<file path="config.mk">
export PLATFORM = sky130hd
export DESIGN_NAME = mult_fu
export DESIGN_NICKNAME = d
export VERILOG_FILES = /design/src/rtl/mult_pkg.sv /design/src/rtl/mult_stage.sv /design/src/rtl/mult_fu.sv
export SDC_FILE = /design/constraint.sdc
export NUM_CORES = 2
export LEC_CHECK = 0
export ABC_AREA = 1
export CORE_MARGIN = 2
export CORE_UTILIZATION = 66
export DETAILED_ROUTE_END_ITERATION = 8
export HOLD_SLACK_MARGIN = 0.08
export PLACE_DENSITY = 0.86
export SLEW_MARGIN = 20
export SYNTH_ARGS = -nofsm -noshare
export SYNTH_HDL_FRONTEND = slang
export SYNTH_SLANG_ARGS = --single-unit
</file>
<file path="constraint.sdc">
create_clock -name clock -period 19.56 [get_ports clock]
set_input_delay 1.956 -clock clock [delete_from_list [all_inputs] [get_ports clock]]
set_output_delay 1.956 -clock clock [all_outputs]
set_load 0.005 [all_outputs]
</file>
<file path="src/rtl/mult_pkg.sv">
// ============================================================================
// mult_pkg: shared types and constants for the RV32M multiply unit.
// Revision: 1.0
// ============================================================================
`default_nettype none

package mult_pkg;

    localparam int MULT_PROD_W = 64;

    typedef enum logic [1:0] {
        MULT_MUL    = 2'b00,
        MULT_MULH   = 2'b01,
        MULT_MULHSU = 2'b10,
        MULT_MULHU  = 2'b11
    } mult_func_t;

    // Tags are parameter-sized, so they live beside this struct in the top.
    typedef struct packed {
        logic                   valid;
        logic [MULT_PROD_W-1:0] acc;
        logic [MULT_PROD_W-1:0] opa;
        logic [MULT_PROD_W-1:0] opb;
        mult_func_t             func;
    } mult_stage_t;

endpackage

`default_nettype wire

</file>
<file path="src/rtl/mult_stage.sv">
// ============================================================================
// mult_stage: adds one shifted W-bit partial product into the accumulator.
// Revision: 1.0
// ============================================================================
`default_nettype none

module mult_stage
    import mult_pkg::*;
#(
    parameter int STAGE_IDX = 0,
    parameter int W         = 16
) (
    input  logic [MULT_PROD_W-1:0] acc_i,
    input  logic [MULT_PROD_W-1:0] opa_i,
    input  logic [W-1:0]           chunk_i,
    output logic [MULT_PROD_W-1:0] acc_o
);

    localparam int c_SHIFT = STAGE_IDX * W;

    logic [MULT_PROD_W-1:0] w_pp;

    assign w_pp  = opa_i * MULT_PROD_W'(chunk_i);
    assign acc_o = acc_i + (w_pp << c_SHIFT);

endmodule

`default_nettype wire

</file>
<file path="src/rtl/mult_fu.sv">
// ============================================================================
// mult_fu: pipelined RV32M multiplier with per-stage back-pressure to the CDB.
// Revision: 1.0
// ============================================================================
`default_nettype none

module mult_fu
    import mult_pkg::*;
#(
    parameter int STAGES    = 4,
    parameter int PRF_IDX_W = 6,
    parameter int ROB_IDX_W = 5
) (
    input  logic                 clock,
    input  logic                 reset,
    input  logic                 valid_in,
    input  logic [31:0]          opa_in,
    input  logic [31:0]          opb_in,
    input  logic [1:0]           func_in,
    input  logic [PRF_IDX_W-1:0] dest_PRF_idx_in,
    input  logic [ROB_IDX_W-1:0] rob_idx_in,
    input  logic                 squash,
    input  logic                 cdb_grant_in,
    output logic                 ready_out,
    output logic                 valid_out,
    output logic [31:0]          result_out,
    output logic [PRF_IDX_W-1:0] dest_PRF_idx_out,
    output logic [ROB_IDX_W-1:0] rob_idx_out
);

    localparam int c_W = MULT_PROD_W / STAGES;

    mult_stage_t            stage_q [STAGES];
    mult_stage_t            stage_d [STAGES];
    logic [PRF_IDX_W-1:0]   prf_q   [STAGES];
    logic [PRF_IDX_W-1:0]   prf_d   [STAGES];
    logic [ROB_IDX_W-1:0]   rob_q   [STAGES];
    logic [ROB_IDX_W-1:0]   rob_d   [STAGES];

    mult_stage_t            w_src     [STAGES];
    logic [PRF_IDX_W-1:0]   w_prf_src [STAGES];
    logic [ROB_IDX_W-1:0]   w_rob_src [STAGES];
    logic [MULT_PROD_W-1:0] w_sum     [STAGES];
    logic [STAGES-1:0]      w_valid;
    logic [STAGES-1:0]      w_adv;
    mult_func_t             w_func_in;
    logic [MULT_PROD_W-1:0] w_opa_ext;
    logic [MULT_PROD_W-1:0] w_opb_ext;
    mult_stage_t            w_last;

    assign w_func_in = mult_func_t'(func_in);

    always_comb begin
        w_opa_ext = {32'b0, opa_in};
        w_opb_ext = {32'b0, opb_in};
        if (w_func_in == MULT_MULH || w_func_in == MULT_MULHSU) begin
            w_opa_ext = {{32{opa_in[31]}}, opa_in};
        end
        if (w_func_in == MULT_MULH) begin
            w_opb_ext = {{32{opb_in[31]}}, opb_in};
        end
    end

    always_comb begin
        for (int s = 0; s < STAGES; s++) begin
            w_valid[s] = stage_q[s].valid;
        end
    end

    // A stage may move when it or any stage below it holds a bubble, or the CDB drains.
    for (genvar s = 0; s < STAGES; s++) begin : g_adv
        assign w_adv[s] = cdb_grant_in | ~(&w_valid[STAGES-1:s]);
    end

    always_comb begin
        w_src[0].valid = valid_in;
        w_src[0].acc   = '0;
        w_src[0].opa   = w_opa_ext;
        w_src[0].opb   = w_opb_ext;
        w_src[0].func  = w_func_in;
        w_prf_src[0]   = dest_PRF_idx_in;
        w_rob_src[0]   = rob_idx_in;
        for (int s = 1; s < STAGES; s++) begin
            w_src[s]     = stage_q[s-1];
            w_prf_src[s] = prf_q[s-1];
            w_rob_src[s] = rob_q[s-1];
        end
    end

    for (genvar s = 0; s < STAGES; s++) begin : g_stage
        mult_stage #(
            .STAGE_IDX (s),
            .W         (c_W)
        ) u_stage (
            .acc_i   (w_src[s].acc),
            .opa_i   (w_src[s].opa),
            .chunk_i (w_src[s].opb[s*c_W +: c_W]),
            .acc_o   (w_sum[s])
        );
    end

    always_comb begin
        for (int s = 0; s < STAGES; s++) begin
            stage_d[s] = stage_q[s];
            prf_d[s]   = prf_q[s];
            rob_d[s]   = rob_q[s];
            if (w_adv[s]) begin
                stage_d[s]     = w_src[s];
                stage_d[s].acc = w_sum[s];
                prf_d[s]       = w_prf_src[s];
                rob_d[s]       = w_rob_src[s];
            end
            if (squash) begin
                stage_d[s].valid = 1'b0;
            end
        end
    end

    always_ff @(posedge clock or posedge reset) begin
        if (reset) begin
            for (int s = 0; s < STAGES; s++) begin
                stage_q[s] <= '0;
                prf_q[s]   <= '0;
                rob_q[s]   <= '0;
            end
        end else begin
            stage_q <= stage_d;
            prf_q   <= prf_d;
            rob_q   <= rob_d;
        end
    end

    assign w_last           = stage_q[STAGES-1];
    assign ready_out        = w_adv[0];
    assign valid_out        = w_last.valid;
    assign result_out       = (w_last.func == MULT_MUL) ? w_last.acc[31:0] : w_last.acc[63:32];
    assign dest_PRF_idx_out = prf_q[STAGES-1];
    assign rob_idx_out      = rob_q[STAGES-1];

endmodule

`default_nettype wire

</file>
==> impl_metrics.toml <==
[place]
hpwl_reported_at_the_end_of_detailed_placement_mm = 175
io_buffer_count = 126
gpl.final_weighted_congestion = 1.02
post_dp_cell_area_um2 = 71800

[worst_setup_path]
timing.reg2reg.setup_slack_ns = 10.65
critical_path.slowest_cell = "sky130_fd_sc_hd__dfrtp_1"
critPathArrivalTime_ns = 9.46
criticalPathCategory = "reg2reg"
critical_path_startpoint = "stage_q[605]"
r2r-start = "stage_q[605]"
r2r_cells = 36
slowest_delay_ns = 0.80
critPathCaptureType = "flip-flop"
worstSetupEndpoint = "stage_q[583]"
cp.required_ns = 20.11
r2r_end = "stage_q[583]"
timing.critical_path.fanout_max = 22
critical-path-top-cell-by-count = "sky130_fd_sc_hd__nand2_1"
setup.worst_path.start_class = "flip-flop"

[cts]
cts_made_buffers = 47
root_buffer = "sky130_fd_sc_hd__clkbuf_16"
clkLatencyLatePin_ns = 0.64
cts_tree = "yes"
clk_transition_reported_paths_ns = 0.07
clock_path_buffers = 3
cts_htree_levels = 2
hold_buffers = 0
post_cts.repair.setup_buffers = 0
tritoncts_num_sinks = 412
cts_repair_resize_count = 0

[synthesis]
netlist_area_um2 = 69600
syn_area_per_cell_um2 = 7.69
yosysSeqAreaShare_pct = 14.8
synth_cell_types = 46
yosys_warnings = 0
synth_ff_type = "sky130_fd_sc_hd__dfrtp_1"
synth-edff-count = 0
instance_count_of_the_mapped_netlist = 9048
async_reset_ff_share_pct = 100
flop_and_latch_count_out_of_synthesis = 412
synth_nets = 10800

[sta]
final_critical_period_ns = 8.91
achievable-frequency_mhz = 112
setup_violations = 0
skew_ns = 0.0285
final-hold-violation-count = 0
final.period_utilization_pct = 45.6
max_slew_margin_pct = 27.0
worst-slew-pin-transition_ns = 1.09
accumulated_negative_setup_slack_ns = 0
setup_repair_after_global_routing_missed_its_margin = "no"
finalMaxSlewViolations = 0

[floorplan]
dieArea_um2 = 108000
start_util_pct = 66.3
std_cell_rows = 119
fp.dieW_um = 329
core_um2 = 105000
ioPinCount = 127
die_y_um = 329

[hold_path]
worst_hold_startpoint = "stage_q[196]"
min-delay-path-class = "reg2reg"

[route]
detail-route-antenna-nets = 0
detail_route.vias_per_cell = 5.70
drt_iter0_markers = 5504
wl_per_cell_um = 21.0
drt_first_pass_iters = 6
detail_route.drc_violations = 0
route.final.wire_length_mm = 218
via_count = 59200

[layout]
fin_area_um2 = 73500
drive_gt1_share_pct = 2.15
layout.core_utilization_pct = 70.0
mostFrequentLayoutCell = "sky130_fd_sc_hd__nand2_1"
layout.filler_cells = 8219
final_net_count = 10700
final_cell_mix = "2,578 x sky130_fd_sc_hd__nand2_1, 2,233 x sky130_fd_sc_hd__inv_1, 1,281 x sky130_fd_sc_hd__fa_1, 444 x sky130_fd_sc_hd__nor2_1, 410 x sky130_fd_sc_hd__dfrtp_1"
area_growth_syn_to_layout_pct = 5.54

[global_route]
groute.usage.overall_pct = 41.4
global_route_layer_with_the_greatest_usage = "met2"
first_global_vias = 63200
grt_remaining_overflow = 0
grt.met3_usage_pct = 8.34
grt_first_pass_wirelength_mm = 343
global_route.usage.met2_pct = 67.9
grt_antenna_before_repair = 8
grt_use_met1_pct = 51.9
grt_max_degree = 162

[run]
max_cap_violations = 0

[status]
status = "completed"
## state kept, by name (all words and copies together), names as in the netlist
register	count
rob_idx_out	5
stage_q	367
dest_PRF_idx_out	6
prf_q	18
rob_q	15
valid_out	1
## how the worst min path moves through the flow
stage	end	slack, ns	depth (start not counted)
after floorplan	dest_PRF_idx_out[0]	0.44	2
after global placement	dest_PRF_idx_out[3]	0.45	2
after detailed placement	rob_q[6]	0.45	2
after CTS	rob_q[6]	0.44	2
after global routing	stage_q[1]	0.47	2
final	stage_q[1]	0.45	2
## logic make-up (layout without fill, tap and decap cells)
kind of cell | Yosys count | after routing | synth area share, %
adder cells (fa/ha/maj) | 1645 | 1645 | 43.4
AND/OR/NAND/NOR | 3408 | 3408 | 19.3
multiplexers | 8 | 8 | 0.129
XOR/XNOR | 137 | 137 | 1.72
flip-flops | 412 | 412 | 14.8
buffers and inverters | 2590 | 2525 | 14.1
other | 0 | 3 | 0
AO/OA/AOI/OAI | 848 | 848 | 6.60
## metrics by stage
step                      setup slack (ns)  hold slack (ns)  std cells
final                                10.65            0.452      10400
after global routing                 10.24            0.470      10400
after CTS                            10.74            0.444      10400
after detailed placement             10.52            0.450      10300
after global placement               10.65            0.450      10300
after floorplan                       6.14            0.442       9048
## area by class of cell
| cell class | instances | area [um^2] | share of cell area [%] |
|---|---|---|---|
| Antenna cell | 3 | 7.51 | 0.0102 |
| Timing Repair Buffer | 202 | 1880 | 2.55 |
| Multi-Input combinational cell | 6046 | 49500 | 67.4 |
| Tap cell | 1391 | 1740 | 2.37 |
| Clock inverter | 28 | 332 | 0.451 |
| Inverter | 2238 | 8410 | 11.5 |
| Clock buffer | 57 | 1250 | 1.71 |
| Sequential cell | 412 | 10300 | 14.0 |
## synthesized netlist by cell type (2+ instances only)
| cell type | instances | area share (%) |
|---|---|---|
| sky130_fd_sc_hd__nand2_1 | 2578 | 14 |
| sky130_fd_sc_hd__inv_1 | 2234 | 12 |
| sky130_fd_sc_hd__fa_1 | 1281 | 37 |
| sky130_fd_sc_hd__nor2_1 | 445 | 2.4 |
| sky130_fd_sc_hd__dfrtp_1 | 412 | 15 |
| sky130_fd_sc_hd__o21ai_0 | 385 | 2.8 |
| sky130_fd_sc_hd__ha_1 | 364 | 6.5 |
| sky130_fd_sc_hd__clkbuf_1 | 299 | 1.6 |
| sky130_fd_sc_hd__a21oi_1 | 279 | 2.0 |
| sky130_fd_sc_hd__nand3_1 | 241 | 1.7 |
| sky130_fd_sc_hd__xor2_1 | 75 | 0.94 |
| sky130_fd_sc_hd__a31oi_1 | 66 | 0.59 |
| sky130_fd_sc_hd__nand4_1 | 62 | 0.56 |
| sky130_fd_sc_hd__xnor2_1 | 62 | 0.78 |
| sky130_fd_sc_hd__nor3_1 | 41 | 0.29 |
| sky130_fd_sc_hd__o21bai_1 | 37 | 0.40 |
| sky130_fd_sc_hd__a21o_1 | 26 | 0.28 |
| sky130_fd_sc_hd__buf_1 | 26 | 0.14 |
| sky130_fd_sc_hd__o21ai_1 | 18 | 0.13 |
| sky130_fd_sc_hd__buf_2 | 16 | 0.12 |
| sky130_fd_sc_hd__or2_2 | 13 | 0.12 |
| sky130_fd_sc_hd__buf_4 | 11 | 0.12 |
| sky130_fd_sc_hd__nand3b_1 | 11 | 0.12 |
| sky130_fd_sc_hd__o21a_1 | 9 | 0.097 |
| sky130_fd_sc_hd__mux2_2 | 8 | 0.13 |
| sky130_fd_sc_hd__nor4_1 | 8 | 0.072 |
| sky130_fd_sc_hd__a21boi_0 | 7 | 0.075 |
| sky130_fd_sc_hd__a211oi_1 | 4 | 0.043 |
| sky130_fd_sc_hd__a31o_2 | 4 | 0.050 |
| sky130_fd_sc_hd__o31ai_1 | 4 | 0.043 |
| sky130_fd_sc_hd__inv_2 | 3 | 0.016 |
| sky130_fd_sc_hd__a221oi_1 | 2 | 0.025 |
| sky130_fd_sc_hd__and2_1 | 2 | 0.018 |
| sky130_fd_sc_hd__and3_1 | 2 | 0.018 |
| sky130_fd_sc_hd__nor2_4 | 2 | 0.032 |
## critical path: cells and delay by family, from the launching register on
kind | cells | cell delay, ns
AND/OR/NAND/NOR | 14 | 2.06
XOR/XNOR | 1 | 0.25
adder cells (fa/ha/maj) | 8 | 3.75
flip-flops | 1 | 0.80
buffers and inverters | 8 | 0.94
AO/OA/AOI/OAI | 5 | 1.00
## layer usage
layer	vias up	share of wire, %
met4	12	6.3
li1	26300	-
met2	3347	47
met1	28700	36
met5	-	0.037
met3	830	9.9
Power is left out: the tool's default activity adds up to more than one toggle a clock period on the data nets, which glitch-free logic cannot reach.
